### config.mk
export PLATFORM = sky130hd
export DESIGN_NAME = poly_nco_flat
export DESIGN_NICKNAME = d
export VERILOG_FILES = /design/src/rtl/poly_nco_if.sv /design/src/rtl/poly_nco.sv /design/src/flat_wrapper.sv
export SDC_FILE = /design/constraint.sdc
export NUM_CORES = 1
export LEC_CHECK = 0
export CAP_MARGIN = 20
export CORE_MARGIN = 2
export CORE_UTILIZATION = 40
export DETAILED_ROUTE_END_ITERATION = 10
export GPL_ROUTABILITY_DRIVEN = 1
export GPL_TIMING_DRIVEN = 0
export HOLD_SLACK_MARGIN = 0.02
export PLACE_DENSITY = 0.66
export SYNTH_ARGS = -nofsm -noshare
export SYNTH_HDL_FRONTEND = slang
export SYNTH_SLANG_ARGS = --single-unit
### constraint.sdc
create_clock -name clk -period 11.9 [get_ports clk]
set_input_delay 2.38 -clock clk [delete_from_list [all_inputs] [get_ports clk]]
set_output_delay 2.38 -clock clk [all_outputs]
set_load 0.005 [all_outputs]
### src/rtl/poly_nco_if.sv
// poly_nco_if: request/sample bundle between a poly_nco and its controller
interface poly_nco_if #(
  parameter int N_CH = 4,
  parameter int PHASE_W = 24,
  parameter int CODE_W = 10
);
  logic [N_CH*PHASE_W-1:0] fcw;
  logic [N_CH-1:0] ch_en;
  logic [2*N_CH-1:0] wave_sel;
  logic next_sample;
  logic ready;
  logic [CODE_W-1:0] code;
  logic code_valid;
  modport master (output fcw, ch_en, wave_sel, next_sample, input ready, code, code_valid);
  modport slave (input fcw, ch_en, wave_sel, next_sample, output ready, code, code_valid);
endinterface

### src/rtl/poly_nco.sv
// poly_nco: N_CH phase accumulators sharing one registered sine ROM, mixed to one offset-binary code; POLY_NCO_MULTI_WAVE_EN adds square/saw/triangle voices
module poly_nco #(
  parameter int N_CH = 4,
  parameter int PHASE_W = 24,
  parameter int LUT_AW = 8,
  parameter int CODE_W = 10
) (
  input logic clk,
  input logic rst,
  poly_nco_if.slave nco
);
  localparam int LG = $clog2(N_CH);
  localparam int KW = LG > 0 ? LG : 1;
  localparam int AW = CODE_W + LG;
  localparam logic [CODE_W-1:0] MID = CODE_W'(2**(CODE_W-1));
`ifdef POLY_NCO_MULTI_WAVE_EN
  localparam int TW = CODE_W > LUT_AW ? CODE_W : LUT_AW;
`else
  localparam int TW = LUT_AW;
`endif
  typedef enum logic [1:0] {IDLE, STEP, DRAIN, OUT} state_t;
  state_t r_state, w_next;
  logic [KW-1:0] r_k;
  logic [PHASE_W-1:0] r_phase [N_CH];
  logic [TW-1:0] r_top;
  logic r_en, r_add, r_valid;
  logic signed [AW-1:0] r_acc;
  logic [CODE_W-1:0] r_code;
  logic w_ready, w_step, w_last, w_out, w_chen;
  logic [PHASE_W-1:0] w_fcw, w_sum, w_cur;
  logic [CODE_W-1:0] w_rom [2**LUT_AW];
  logic [CODE_W-1:0] w_voice;
  logic signed [CODE_W-1:0] w_sv;
  logic signed [AW-1:0] w_mix, w_shr;

  function automatic logic [CODE_W-1:0] sine_at(input int a);
    real x;
    int v;
    x = (2.0 ** (CODE_W - 1) - 1.0) * $sin(2.0 * 3.14159265358979323846 * a / (2.0 ** LUT_AW));
    v = $rtoi($floor(x + 0.5));
    return CODE_W'(v + 2 ** (CODE_W - 1));
  endfunction

  for (genvar a = 0; a < 2**LUT_AW; a++) begin : g_rom
    localparam logic [CODE_W-1:0] V = sine_at(a);
    assign w_rom[a] = V;
  end

  assign w_fcw = nco.fcw[r_k*PHASE_W +: PHASE_W];
  assign w_chen = nco.ch_en[r_k];
  assign w_sum = r_phase[r_k] + w_fcw;
  assign w_cur = w_chen ? w_sum : r_phase[r_k];

`ifdef POLY_NCO_MULTI_WAVE_EN
  logic [1:0] r_sel;
  logic [CODE_W-1:0] w_tri;
  // voice lookup from the registered phase: sine ROM or one of the arithmetic shapes
  always_comb begin
    w_tri = {r_top[TW-2 -: CODE_W-1], 1'b0};
    w_voice = r_sel == 2'd0 ? w_rom[r_top[TW-1 -: LUT_AW]] :
              r_sel == 2'd1 ? (r_top[TW-1] ? '0 : '1) :
              r_sel == 2'd2 ? r_top[TW-1 -: CODE_W] :
              (r_top[TW-1] ? ~w_tri : w_tri);
  end
`else
  logic w_unused;
  assign w_unused = ^nco.wave_sel;
  assign w_voice = w_rom[r_top[TW-1 -: LUT_AW]];
`endif

  assign w_sv = {~w_voice[CODE_W-1], w_voice[CODE_W-2:0]};
  assign w_mix = r_en ? AW'(w_sv) : '0;
  assign w_shr = r_acc >>> LG;

  // state register
  always_ff @(posedge clk) r_state <= rst ? IDLE : w_next;

  // next state: one STEP per channel, then one cycle for the last ROM read and one to publish
  always_comb w_next = w_ready ? (nco.next_sample ? STEP : IDLE) :
                       w_step ? (w_last ? DRAIN : STEP) :
                       r_state == DRAIN ? OUT : IDLE;

  // state decodes
  always_comb begin
    w_ready = r_state == IDLE;
    w_step = r_state == STEP;
    w_out = r_state == OUT;
    w_last = r_k == KW'(N_CH - 1);
  end

  // phase stepping, voice pipeline and mix accumulation
  always_ff @(posedge clk) begin
    if (rst) begin
      for (int i = 0; i < N_CH; i++) r_phase[i] <= '0;
      r_k <= '0;
      r_top <= '0;
      r_en <= 1'b0;
      r_add <= 1'b0;
      r_acc <= '0;
      r_code <= MID;
      r_valid <= 1'b0;
`ifdef POLY_NCO_MULTI_WAVE_EN
      r_sel <= 2'd0;
`endif
    end else begin
      r_add <= w_step;
      r_valid <= w_out;
      r_k <= w_step ? r_k + 1'b1 : '0;
      if (w_step) begin
        if (w_chen) r_phase[r_k] <= w_sum;
        r_top <= w_cur[PHASE_W-1 -: TW];
        r_en <= w_chen;
`ifdef POLY_NCO_MULTI_WAVE_EN
        r_sel <= nco.wave_sel[2*r_k +: 2];
`endif
      end
      if (w_ready && nco.next_sample) r_acc <= '0;
      else if (r_add) r_acc <= r_acc + w_mix;
      if (w_out) r_code <= w_shr[CODE_W-1:0] + MID;
    end
  end

  assign nco.ready = w_ready;
  assign nco.code = r_code;
  assign nco.code_valid = r_valid;
endmodule

### src/flat_wrapper.sv
// flat-port wrapper written by rule: the top's interface ports become plain ports
module poly_nco_flat 
#(
  parameter int N_CH = 4,
  parameter int PHASE_W = 24,
  parameter int LUT_AW = 8,
  parameter int CODE_W = 10
)
  (clk, rst, nco_fcw, nco_ch_en, nco_wave_sel, nco_next_sample, nco_ready, nco_code, nco_code_valid);
  poly_nco_if #(.N_CH(N_CH), .PHASE_W(PHASE_W), .CODE_W(CODE_W)) nco_i ();
  input logic clk;
  input logic rst;
  input wire logic [$bits(nco_i.fcw)-1:0] nco_fcw;
  input wire logic [$bits(nco_i.ch_en)-1:0] nco_ch_en;
  input wire logic [$bits(nco_i.wave_sel)-1:0] nco_wave_sel;
  input wire logic [$bits(nco_i.next_sample)-1:0] nco_next_sample;
  output wire logic [$bits(nco_i.ready)-1:0] nco_ready;
  output wire logic [$bits(nco_i.code)-1:0] nco_code;
  output wire logic [$bits(nco_i.code_valid)-1:0] nco_code_valid;
  assign nco_i.fcw = nco_fcw;
  assign nco_i.ch_en = nco_ch_en;
  assign nco_i.wave_sel = nco_wave_sel;
  assign nco_i.next_sample = nco_next_sample;
  assign nco_ready = nco_i.ready;
  assign nco_code = nco_i.code;
  assign nco_code_valid = nco_i.code_valid;
  poly_nco #(.N_CH(N_CH), .PHASE_W(PHASE_W), .LUT_AW(LUT_AW), .CODE_W(CODE_W)) u_core (.clk(clk), .rst(rst), .nco(nco_i));
endmodule
# Yosys cells after proc, flatten, opt, wreduce, memory -nomap -nowiden
# Memory sizes are Yosys's and may differ from the RTL's. A register that Yosys moved wholly into a read port is not among the register bits.
# Index checks and enable logic that the tools add are counted.
[word_totals]
elab_cells = 51
output_inout_bits = 12
mem_bits_ro = 2560
memories = 2
in_bits = 111
reg_bits = 37
mem_bits_rw = 96
[classes]
reduce_logical = 5
n_lt_le_gt_ge = 2
n_mul = 1
n_addsub = 4
eq_ne = 4
n_bitwise = 3
shifts = 1
mux = 21
[memory_table]
columns = ["memory", "words", "word_bits", "read_ports", "rd_ports_with_merged_regs", "wr", "line", "source"]
rows = [
  ["(name not given)", 256, 10, 1, 0, 0, "poly_nco.sv:68", "assign w_voice = w_rom[r_top[TW-1 -: LUT_AW]];"],
  ["u_core.r_phase", 4, 24, 1, 1, 4, "poly_nco.sv:24", "logic [PHASE_W-1:0] r_phase [N_CH];"],
]
[op_table]
columns = ["operator", "count"]
rows = [
  ["variable part select 96 x 8 -> 24 bit", 1],
  ["2-to-1 mux 24 bit", 2],
  ["adder 24 bit", 1],
  ["OR reduction 24 bit", 1],
  ["2-to-1 mux 10 bit", 2],
  ["adder 12 bit", 1],
  ["2-to-1 mux 12 bit", 1],
  ["2-to-1 mux 2 bit", 6],
  ["adder 10 bit (second input constant)", 1],
  ["greater-or-equal comparator 9 bit (second input constant)", 1],
  ["2-to-1 mux 1 bit", 9],
  ["NOT 8 -> 9 bit", 1],
  ["== test 2 bit (second input constant)", 3],
  ["multiplier 2 x 2 -> 4 bit (second input constant)", 1],
  ["OR reduction 2 bit", 2],
  ["< comparator 2 x 3 -> 1 bit (second input constant)", 1],
  ["adder 2 x 1 -> 2 bit (second input constant)", 1],
  ["binary-select mux 1 bit (select 2 bit)", 1],
  ["== test 2 x 1 -> 1 bit (second input constant)", 1],
  ["zero test 2 bit", 1],
  ["NOT 1 bit", 2],
  ["logical AND 1 bit", 1],
]

# Longest topological paths before layout
# Gate-level depths: netlist of the first run.
[depth]
ltp_word = 8
mapped_depth = 19
mapped_depth_nobuf = 17

# Worst setup path after synthesis of the first run
# Ideal clock, no wire load.
[synth_timing]
path_kind = "input to register"
startpoint = "input nco_fcw[72]"
endpoint = "memory u_core.r_phase[2][18], data pin"
setup_ps = 141
t_required_ps = 11759
path_buffers = 0
arrival_time_ps = 4841
path_slack_ps = 6918
path_stages = 10
path_cell_list = "mux4_2 > ha_1 > fa_1 > a211oi_2 > o21ai_0 > o211ai_1 > nand2_2 > and4_4 > or4_4 > nor2_1"
[synth_lines]
columns = ["element", "line", "source"]
rows = [
  ["from (decl)", "flat_wrapper.sv:13", "input wire logic [$bits(nco_i.fcw)-1:0] nco_fcw;"],
  ["to (decl)", "poly_nco.sv:24", ""],
]

# Worst setup path after layout of the first run
[layout_timing]
startpoint = "register u_core.r_top[1], read port of u_core.r_phase"
endpoint = "register u_core.r_acc[8]"
[layout_between]
elab_chain_cells = 6
[layout_lines]
columns = ["element", "line", "source"]
rows = [
  ["from (decl)", "poly_nco.sv:25", "logic [TW-1:0] r_top;"],
  ["NOT 8 -> 9 bit (implied by the code)", "poly_nco.sv:68", ""],
  ["memory read (256 x 10 bit)", "-", ""],
  ["2-to-1 mux 10 bit (implied by the code) (2 in series)", "poly_nco.sv:68", ""],
  ["2-to-1 mux 12 bit", "poly_nco.sv:72", "assign w_mix = r_en ? AW'(w_sv) : '0;"],
  ["adder 12 bit", "poly_nco.sv:118", "else if (r_add) r_acc <= r_acc + w_mix;"],
  ["to (signal assigned)", "poly_nco.sv:118", ""],
  ["to (decl)", "poly_nco.sv:27", "logic signed [AW-1:0] r_acc;"],
]
# Every way passes these cells. The select of a mux whose other input is x is not followed.
# A chain may end at the register's enable or synchronous reset.

==> metrics.log, run 1 <==
[metrics] status: completed
[metrics] total die area: 27000 um^2
[metrics] largest area contributor in the netlist: sky130_fd_sc_hd__edfxtp_1
[metrics] Post-Synth XOR/XNOR Area: 2.13%
[metrics] area taken by multi-input logic gates: 6200 um^2
[metrics] adder-cell share of the synthesized area: 6.34%
[metrics] cell at the root of the clock tree: sky130_fd_sc_hd__clkbuf_16
[metrics] number of I/O port buffers: 114
[metrics] gr usage total: 28.2%
[metrics] Sinks on Clock Net: 133
[metrics] post-synthesis to final-layout area growth: 21.9%
[metrics] vertical extent of the die: 164 um
[metrics] critical path required time: 12.28 ns
[metrics] post-synthesis sequential area ratio: 35.2%
[metrics] global route overflow: 0
[metrics] initial detailed-routing violation count: 1340
[metrics] complex-gate fraction of the synthesized area: 22.3%
[metrics] switching share of power: 37.5%
[metrics] leading register cell type out of synthesis: sky130_fd_sc_hd__edfxtp_1
[metrics] number of buffers inserted by post-CTS setup repair: 0
[metrics] Max Slew Vio Count: 0
[metrics] core box area: 25300 um^2
[metrics] count of distinct cell types in the synthesized netlist: 75
[metrics] EDFF count, synth: 96
[metrics] gate count of the mapped netlist: 1132
[metrics] pwr/cell area: 134 nW/um^2
[metrics] fraction of final layout cells with drive strength greater than 1: 11.6%
[metrics] global-route wire length before repair: 57.7 mm
[metrics] fraction of power consumed by combinational cells: 34.2%
[metrics] fmax: 179 MHz
[metrics] layout filler cell count: 2410
[metrics] clock power share: 34.2%
[metrics] total I/O pin count: 123
[metrics] initial antenna violation count: 0
[metrics] Min-Delay Path Depth: 2
[metrics] Async S/R FF share, synth: 0%
[metrics] Routed Wire Length: 37.5 mm
[metrics] Syn. warnings: 0
[metrics] Avg Inst Size Synth: 9.09 um^2
[metrics] Max-slew headroom: 37.0%
[metrics] hold crit path type: flop to flop
[metrics] kind of start point of the critical path: flop
[metrics] final setup TNS: 0 ns
[metrics] leakage power total: 0.00466 uW
[metrics] max-cap check violation count: 0
[metrics] peak supply drop: 88.1 uV
[metrics] count of instances resized after the clock tree is built: 0
[metrics] hold_buf cts: 0
[metrics] flops & latches, synth: 133
[metrics] routability congestion estimate from global placement: 0.983
[metrics] net count of the finished layout: 1430
[metrics] worst endpoint data arrival time: 5.96 ns
[metrics] sequential fraction of design power: 31.5%
[metrics] residual antenna-violating net count after detailed routing: 0
[metrics] floorplan die width: 164 um
[metrics] critical path class: flop to flop
[metrics] Yosys top cell area share: 28.0%
[metrics] Max stage delay on crit path: 0.74 ns
[metrics] simple-gate area share of the yosys netlist: 16.7%
[metrics] largest net degree at the start of global routing: 25
[metrics] Row Count: 58
[metrics] endpoint kind of the worst setup timing path: flop
[metrics] Avg Vias per Cell: 6.25
[metrics] final worst path period need: 5.59 ns
[metrics] highest net fanout along the worst path: 13
[metrics] multiplexer share of the synthesized area: 12.7%
[metrics] final worst-path setup slack: 6.31 ns
[metrics] number of global-route vias before repair: 10141
[metrics] clock transition time at the flip-flop clock pins of the worst setup and hold paths: 0.07 ns
[metrics] transition at the pin with the smallest max-transition slack: 0.945 ns
[metrics] largest family of logic cells by synthesized area: compound AO/OA/AOI/OAI gates
[metrics] number of inserted diodes: 0
[metrics] DRC: 0
[metrics] number of search-and-repair iterations in the first detailed-routing pass: 7
[metrics] share of the cycle needed by the critical path after routing: 46.9%
[metrics] TritonCTS clock tree: yes
[metrics] combined area of all synthesized cells: 10300 um^2
[metrics] detailed-placement wirelength estimate: 27.0 mm
[metrics] leading cell types by total area after synthesis: sky130_fd_sc_hd__edfxtp_1 (28%), sky130_fd_sc_hd__mux4_2 (11%), sky130_fd_sc_hd__dfxtp_1 (7.2%)
[metrics] vias after detailed routing: 10069
[metrics] Post-Place Setup Slack: 6.02 ns
[metrics] RSZ-0062 raised after global routing: no
[metrics] number of H-tree levels: 4
[metrics] number of buffers added by the clock tree synthesis step: 17
[metrics] initial standard-cell utilization of the core: 40.8%
[metrics] R2R cell count: 18
[metrics] internal power component: 1050 uW
[metrics] list of cells traversed by the critical path: inv_1 > ha_1 > clkbuf_1 > nor2_1 > nor3_1 > a21oi_1 > a211oi_1 > a21o_1 > a2111oi_0 > ha_1 > fa_1 > a21o_1 > a21o_1 > a21oi_1 > o21ai_0 > a21oi_1 > or4b_2 > nand3_1
[metrics] library cell contributing the largest single delay on the critical path: sky130_fd_sc_hd__dfxtp_1
[metrics] post-synthesis net count: 1294
[metrics] net load switching power: 630 uW
[metrics] Hold Vio Cnt, Final: 0
[metrics] clock latency on the worst-skew pair: 0.44 ns
[metrics] Final Util: 49.7%
[metrics] maximum clock skew at final layout: 0.0139 ns
[metrics] Clock Tree Buf Depth: 2
[metrics] count of endpoints failing setup in the final report: 0
[metrics] area taken by flip-flops and latches: 3620 um^2
[metrics] routed length per instance: 23.3 um
==> sequential cells by signal, indices dropped and copies added (netlist names) <==
name	cells
u_core.r_k	2
u_core.r_top	8
u_core.r_state	2
u_core.r_add	1
u_core.r_en	1
u_core.nco.code	10
u_core.nco.code_valid	1
u_core.r_acc	12
u_core.r_phase	96
==> cells in the mapped netlist, types with 4 or more instances <==
library cell,number
sky130_fd_sc_hd__a31oi_1,22
sky130_fd_sc_hd__xor2_1,11
sky130_fd_sc_hd__o211ai_1,21
sky130_fd_sc_hd__o21bai_1,7
sky130_fd_sc_hd__nand4_1,7
sky130_fd_sc_hd__a2111oi_0,4
sky130_fd_sc_hd__nand3_1,28
sky130_fd_sc_hd__a21o_1,25
sky130_fd_sc_hd__a211oi_1,16
sky130_fd_sc_hd__nor2b_1,10
sky130_fd_sc_hd__mux4_2,50
sky130_fd_sc_hd__dfxtp_1,37
sky130_fd_sc_hd__nand2_1,99
sky130_fd_sc_hd__a211oi_2,4
sky130_fd_sc_hd__nand2b_1,25
sky130_fd_sc_hd__nor2_1,174
sky130_fd_sc_hd__mux2i_1,15
sky130_fd_sc_hd__nor3_1,20
sky130_fd_sc_hd__buf_2,31
sky130_fd_sc_hd__a221oi_1,6
sky130_fd_sc_hd__or3_1,4
sky130_fd_sc_hd__a21oi_1,101
sky130_fd_sc_hd__edfxtp_1,96
sky130_fd_sc_hd__o21ai_0,76
sky130_fd_sc_hd__a21boi_0,5
sky130_fd_sc_hd__inv_1,23
sky130_fd_sc_hd__o22ai_1,10
sky130_fd_sc_hd__a311oi_1,5
sky130_fd_sc_hd__o221ai_1,6
sky130_fd_sc_hd__clkbuf_1,47
sky130_fd_sc_hd__xnor2_1,14
sky130_fd_sc_hd__ha_1,49
sky130_fd_sc_hd__o21a_1,5
sky130_fd_sc_hd__buf_1,9
==> through the flow <==
step	hold WS, ns	instances	power (uW)	instance area (um^2)
finish	0.453	1611	1680	12500
global route	0.477	1611	1740	12500
CTS	0.456	1611	1670	12500
detailed placement	0.446	1579	1090	11900
global placement	0.444	1576	1100	11800
floorplan	0.445	1132	906	10300
==> power by group through the flow <==
stage / Clock (uW) / Combinational, uW / Sequential, uW
detailed placement: 0 / 554 / 540
global placement: 0 / 556 / 539
global route: 595 / 616 / 532
CTS: 577 / 558 / 530
finish: 575 / 576 / 530
floorplan: 0 / 371 / 535
==> final cells by class <==
| type | instances | share of cell area [%] |
|---|---|---|
| multi-input combinational | 885 | 49.4 |
| buffer | 88 | 3.00 |
| clock buffer | 17 | 3.39 |
| clock inverter | 15 | 1.63 |
| inverter | 26 | 0.778 |
| tap | 330 | 3.29 |
| timing repair buffer | 117 | 9.61 |
| sequential | 133 | 28.9 |
==> metal layers <==
| layer | global-route usage [%] | wire length, um | up-vias |
|---|---|---|---|
| li1 | - | - | 4524 |
| met4 | 14.0 | 1650 | 0 |
| met2 | 46.3 | 17900 | 579 |
| met3 | 5.12 | 3170 | 117 |
| met1 | 35.8 | 14700 | 4849 |
| met5 | 0 | 0 | - |
==> final timing paths <==
kind | start | end | slack [ns]
worst max-delay path | u_core.r_top[1]$_SDFFE_PP0P_ | u_core.r_acc[8]$_SDFFE_PP0P_ | 6.31
worst min-delay path | u_core.nco.code[1]$_SDFFE_PP0P_ | u_core.nco.code[1]$_SDFFE_PP0P_ | 0.45
worst max register to register | u_core.r_top[1]$_SDFFE_PP0P_ | u_core.r_acc[8]$_SDFFE_PP0P_ | 6.31
worst min register to register | u_core.nco.code[1]$_SDFFE_PP0P_ | u_core.nco.code[1]$_SDFFE_PP0P_ | 0.45
==> kinds of logic after synthesis <==
kind of cell | after synthesis
xor gates and xnor gates | 25
adders and majority gates | 51
muxes | 68
buffers and inverters | 114
DFF | 133
and+or+nand+nor | 389
AOI/OAI and AO/OA | 352
==> placed cells by master, fill, tap and decap left out, types with 31 or more instances in the layout <==
cell and instances:
sky130_fd_sc_hd__a21oi_1 101, sky130_fd_sc_hd__dfxtp_1 37, sky130_fd_sc_hd__nor2_1 174, sky130_fd_sc_hd__clkbuf_1 47, sky130_fd_sc_hd__o21ai_0 76, sky130_fd_sc_hd__buf_2 31, sky130_fd_sc_hd__ha_1 49, sky130_fd_sc_hd__clkdlybuf4s50_1 114
sky130_fd_sc_hd__nand2_1 99, sky130_fd_sc_hd__edfxtp_1 96, sky130_fd_sc_hd__mux4_2 50
==> critical path, delay by kind of cell, from the launching register on <==
family	cells	cell delay (ns)
adders and majority gates	3	0.93
DFF	1	0.74
and+or+nand+nor	4	1.26
buffers and inverters	2	0.72
AOI/OAI and AO/OA	9	1.89
No activity file was read; power rests on OpenSTA's default activity.
==> inputs of run 2 (changes only) <==
==> constraint.sdc (replaced) <==
create_clock -name clk -period 5.8 [get_ports clk]
set_input_delay 1.16 -clock clk [delete_from_list [all_inputs] [get_ports clk]]
set_output_delay 1.16 -clock clk [all_outputs]
set_load 0.005 [all_outputs]
==> metrics.log, run 2 (synthesized netlist as in run 1, its figures left out) <==
[metrics] worst reg2reg startpoint: u_core.r_top[1]$_SDFFE_PP0P_
[metrics] number of H-tree levels: 4
[metrics] final worst path period need: 5.35 ns
[metrics] worst endpoint data arrival time: 5.73 ns
[metrics] initial antenna violation count: 0
[metrics] fmax: 187 MHz
[metrics] Sinks on Clock Net: 133
[metrics] total power after layout: 3450 uW
[metrics] initial detailed-routing violation count: 1367
[metrics] global route overflow: 0
[metrics] Max-slew headroom: 35.5%
[metrics] residual antenna-violating net count after detailed routing: 0
[metrics] most frequent standard cell in the layout excluding fill and tap cells: sky130_fd_sc_hd__nor2_1
[metrics] Max Slew Vio Count: 0
[metrics] kind of start point of the critical path: flop
[metrics] endpoint kind of the worst setup timing path: flop
[metrics] pwr/cell area: 274 nW/um^2
[metrics] count of endpoints failing setup in the final report: 0
[metrics] number of inserted diodes: 0
[metrics] critical path required time: 6.18 ns
[metrics] net count of the finished layout: 1432
[metrics] post-synthesis to final-layout area growth: 22.1%
[metrics] vertical extent of the die: 164 um
[metrics] gr usage total: 28.2%
[metrics] floorplan die width: 164 um
[metrics] Row Count: 58
[metrics] Final Util: 49.8%
[metrics] routed length per instance: 23.2 um
[metrics] transition at the pin with the smallest max-transition slack: 0.967 ns
[metrics] number of buffers added by the clock tree synthesis step: 17
[metrics] TritonCTS clock tree: yes
[metrics] highest net fanout along the worst path: 13
[metrics] vias after detailed routing: 10086
[metrics] core box area: 25300 um^2
[metrics] number of global-route vias before repair: 10133
[metrics] peak supply drop: 180 uV
[metrics] register containing the most flip-flops in the final layout: u_core.r_phase
[metrics] R2R cell count: 19
[metrics] end point of the critical path: u_core.r_acc[8]$_SDFFE_PP0P_
[metrics] initial standard-cell utilization of the core: 40.8%
[metrics] internal reg-to-reg setup slack: 0.45 ns
[metrics] routability congestion estimate from global placement: 0.983
[metrics] Clock Tree Buf Depth: 2
[metrics] cell at the root of the clock tree: sky130_fd_sc_hd__clkbuf_16
[metrics] Avg Vias per Cell: 6.25
[metrics] fraction of final layout cells with drive strength greater than 1: 11.8%
[metrics] total I/O pin count: 123
[metrics] hold crit path type: flop to flop
[metrics] detailed-placement wirelength estimate: 27.0 mm
[metrics] clock latency on the worst-skew pair: 0.44 ns
[metrics] Hold Vio Cnt, Final: 0
[metrics] maximum clock skew at final layout: 0.0147 ns
[metrics] Routed Wire Length: 37.4 mm
[metrics] end of the worst register-to-register path: u_core.r_acc[8]$_SDFFE_PP0P_
[metrics] leading cell types in the layout, fill and taps excluded: sky130_fd_sc_hd__nor2_1 (174), sky130_fd_sc_hd__clkdlybuf4s50_1 (114), sky130_fd_sc_hd__a21oi_1 (101), sky130_fd_sc_hd__nand2_1 (99), sky130_fd_sc_hd__edfxtp_1 (96)
[metrics] max-cap check violation count: 0
[metrics] leakage power total: 0.00467 uW
[metrics] global-route wire length before repair: 57.7 mm
[metrics] largest net degree at the start of global routing: 25
[metrics] status: completed
[metrics] DRC: 0
[metrics] startpoint of the worst setup timing path: u_core.r_top[1]$_SDFFE_PP0P_
[metrics] critical path class: flop to flop
[metrics] hold slack final: 0.453 ns
[metrics] number of flip-flops under the largest register name: 96
[metrics] share of the cycle needed by the critical path after routing: 92.2%
[metrics] number of I/O port buffers: 114
[metrics] number of search-and-repair iterations in the first detailed-routing pass: 6
[metrics] clock transition time at the flip-flop clock pins of the worst setup and hold paths: 0.07 ns
[metrics] Min-Delay Startpoint: u_core.nco.code[1]$_SDFFE_PP0P_
[metrics] final setup TNS: 0 ns
[metrics] RSZ-0062 raised after global routing: no
[metrics] total die area: 27000 um^2
==> run 2: cell count changes in the layout (fill, tap and decap cells not counted) <==
cell                         delta
sky130_fd_sc_hd__inv_1          -1
sky130_fd_sc_hd__clkinvlp_4     +1
sky130_fd_sc_hd__buf_4          +2
==> run 2: through the flow <==
step	instance area, um^2	worst slack, ns	instances
floorplan	10300	1.79	1132
global placement	11800	-0.128	1576
detailed placement	11900	0.424	1579
CTS	12500	0.372	1611
global route	12600	0.0941	1613
finish	12600	0.451	1613
==> run 2: how the worst min path moves through the flow <==
stage / to / slack (ns) / cells after the start
after global routing: u_core.nco.code[0]$_SDFFE_PP0P_ / 0.48 / 2
after CTS: u_core.nco.code[0]$_SDFFE_PP0P_ / 0.46 / 2
final: u_core.nco.code[1]$_SDFFE_PP0P_ / 0.45 / 2
after global placement: u_core.nco.code[6]$_SDFFE_PP0P_ / 0.44 / 2
after floorplan: u_core.nco.code[8]$_SDFFE_PP0P_ / 0.44 / 2
after detailed placement: u_core.nco.code[0]$_SDFFE_PP0P_ / 0.45 / 2
==> run 2: critical path, stage by stage, from the launching register on <==
cell and delay [ns]:
sky130_fd_sc_hd__dfxtp_1 0.74, sky130_fd_sc_hd__clkinvlp_4 0.35, sky130_fd_sc_hd__ha_1 0.34, sky130_fd_sc_hd__clkbuf_1 0.34, sky130_fd_sc_hd__buf_2 0.37, sky130_fd_sc_hd__nand2_1 0.29
sky130_fd_sc_hd__nand3_1 0.16, sky130_fd_sc_hd__o21ai_0 0.14, sky130_fd_sc_hd__a31oi_1 0.26, sky130_fd_sc_hd__a21oi_1 0.10, sky130_fd_sc_hd__o21ai_0 0.12, sky130_fd_sc_hd__a21boi_0 0.21
sky130_fd_sc_hd__ha_1 0.39, sky130_fd_sc_hd__a21o_1 0.14, sky130_fd_sc_hd__a21o_1 0.15, sky130_fd_sc_hd__a21oi_1 0.09, sky130_fd_sc_hd__o21ai_0 0.27, sky130_fd_sc_hd__a21oi_1 0.14
sky130_fd_sc_hd__or4b_2 0.61, sky130_fd_sc_hd__nand3_1 0.08
==> run 2: metal layers <==
layer	GRT usage, %	vias up	wire (um)
li1	-	4537	-
met1	35.8	4805	14500
met2	46.3	621	17900
met3	5.17	123	3260
met4	14.1	0	1750
met5	0	-	0
==> run 2: layout make-up <==
| cell class | count | area (um^2) |
|---|---|---|
| plain buffers | 88 | 377 |
| flip-flops and latches | 133 | 3620 |
| multi-input cells | 885 | 6200 |
| fillers | 2410 | 12700 |
| inverters | 26 | 101 |
| clock inverters | 15 | 204 |
| repair buffers | 119 | 1220 |
| well taps | 330 | 413 |
| clock buffers | 17 | 425 |
==> run 2: where the power goes <==
| group | switching [uW] | internal, uW | leakage [uW] |
|---|---|---|---|
| sequential | 22.2 | 1070 | 0.00130 |
| combinational | 755 | 430 | 0.00306 |
| clock | 513 | 663 | 0.000310 |
==> run 2: timing repair <==
action / CTS / global route
setup buffers: 0 / 2
hold buffers: 0 / 0
resized for setup: 0 / 1
endpoints found under the setup margin: 0 / 1
==> inputs of run 3 (changes only) <==
--- a/config.mk
+++ b/config.mk
@@ -13,6 +13,7 @@
 export GPL_TIMING_DRIVEN = 0
 export HOLD_SLACK_MARGIN = 0.02
 export PLACE_DENSITY = 0.66
+export SKIP_CTS_REPAIR_TIMING = 1
 export SYNTH_ARGS = -nofsm -noshare
 export SYNTH_HDL_FRONTEND = slang
 export SYNTH_SLANG_ARGS = --single-unit
==> results of run 3 <==
Same layout as run 2: the final DEF is identical, and so are final timing and power.
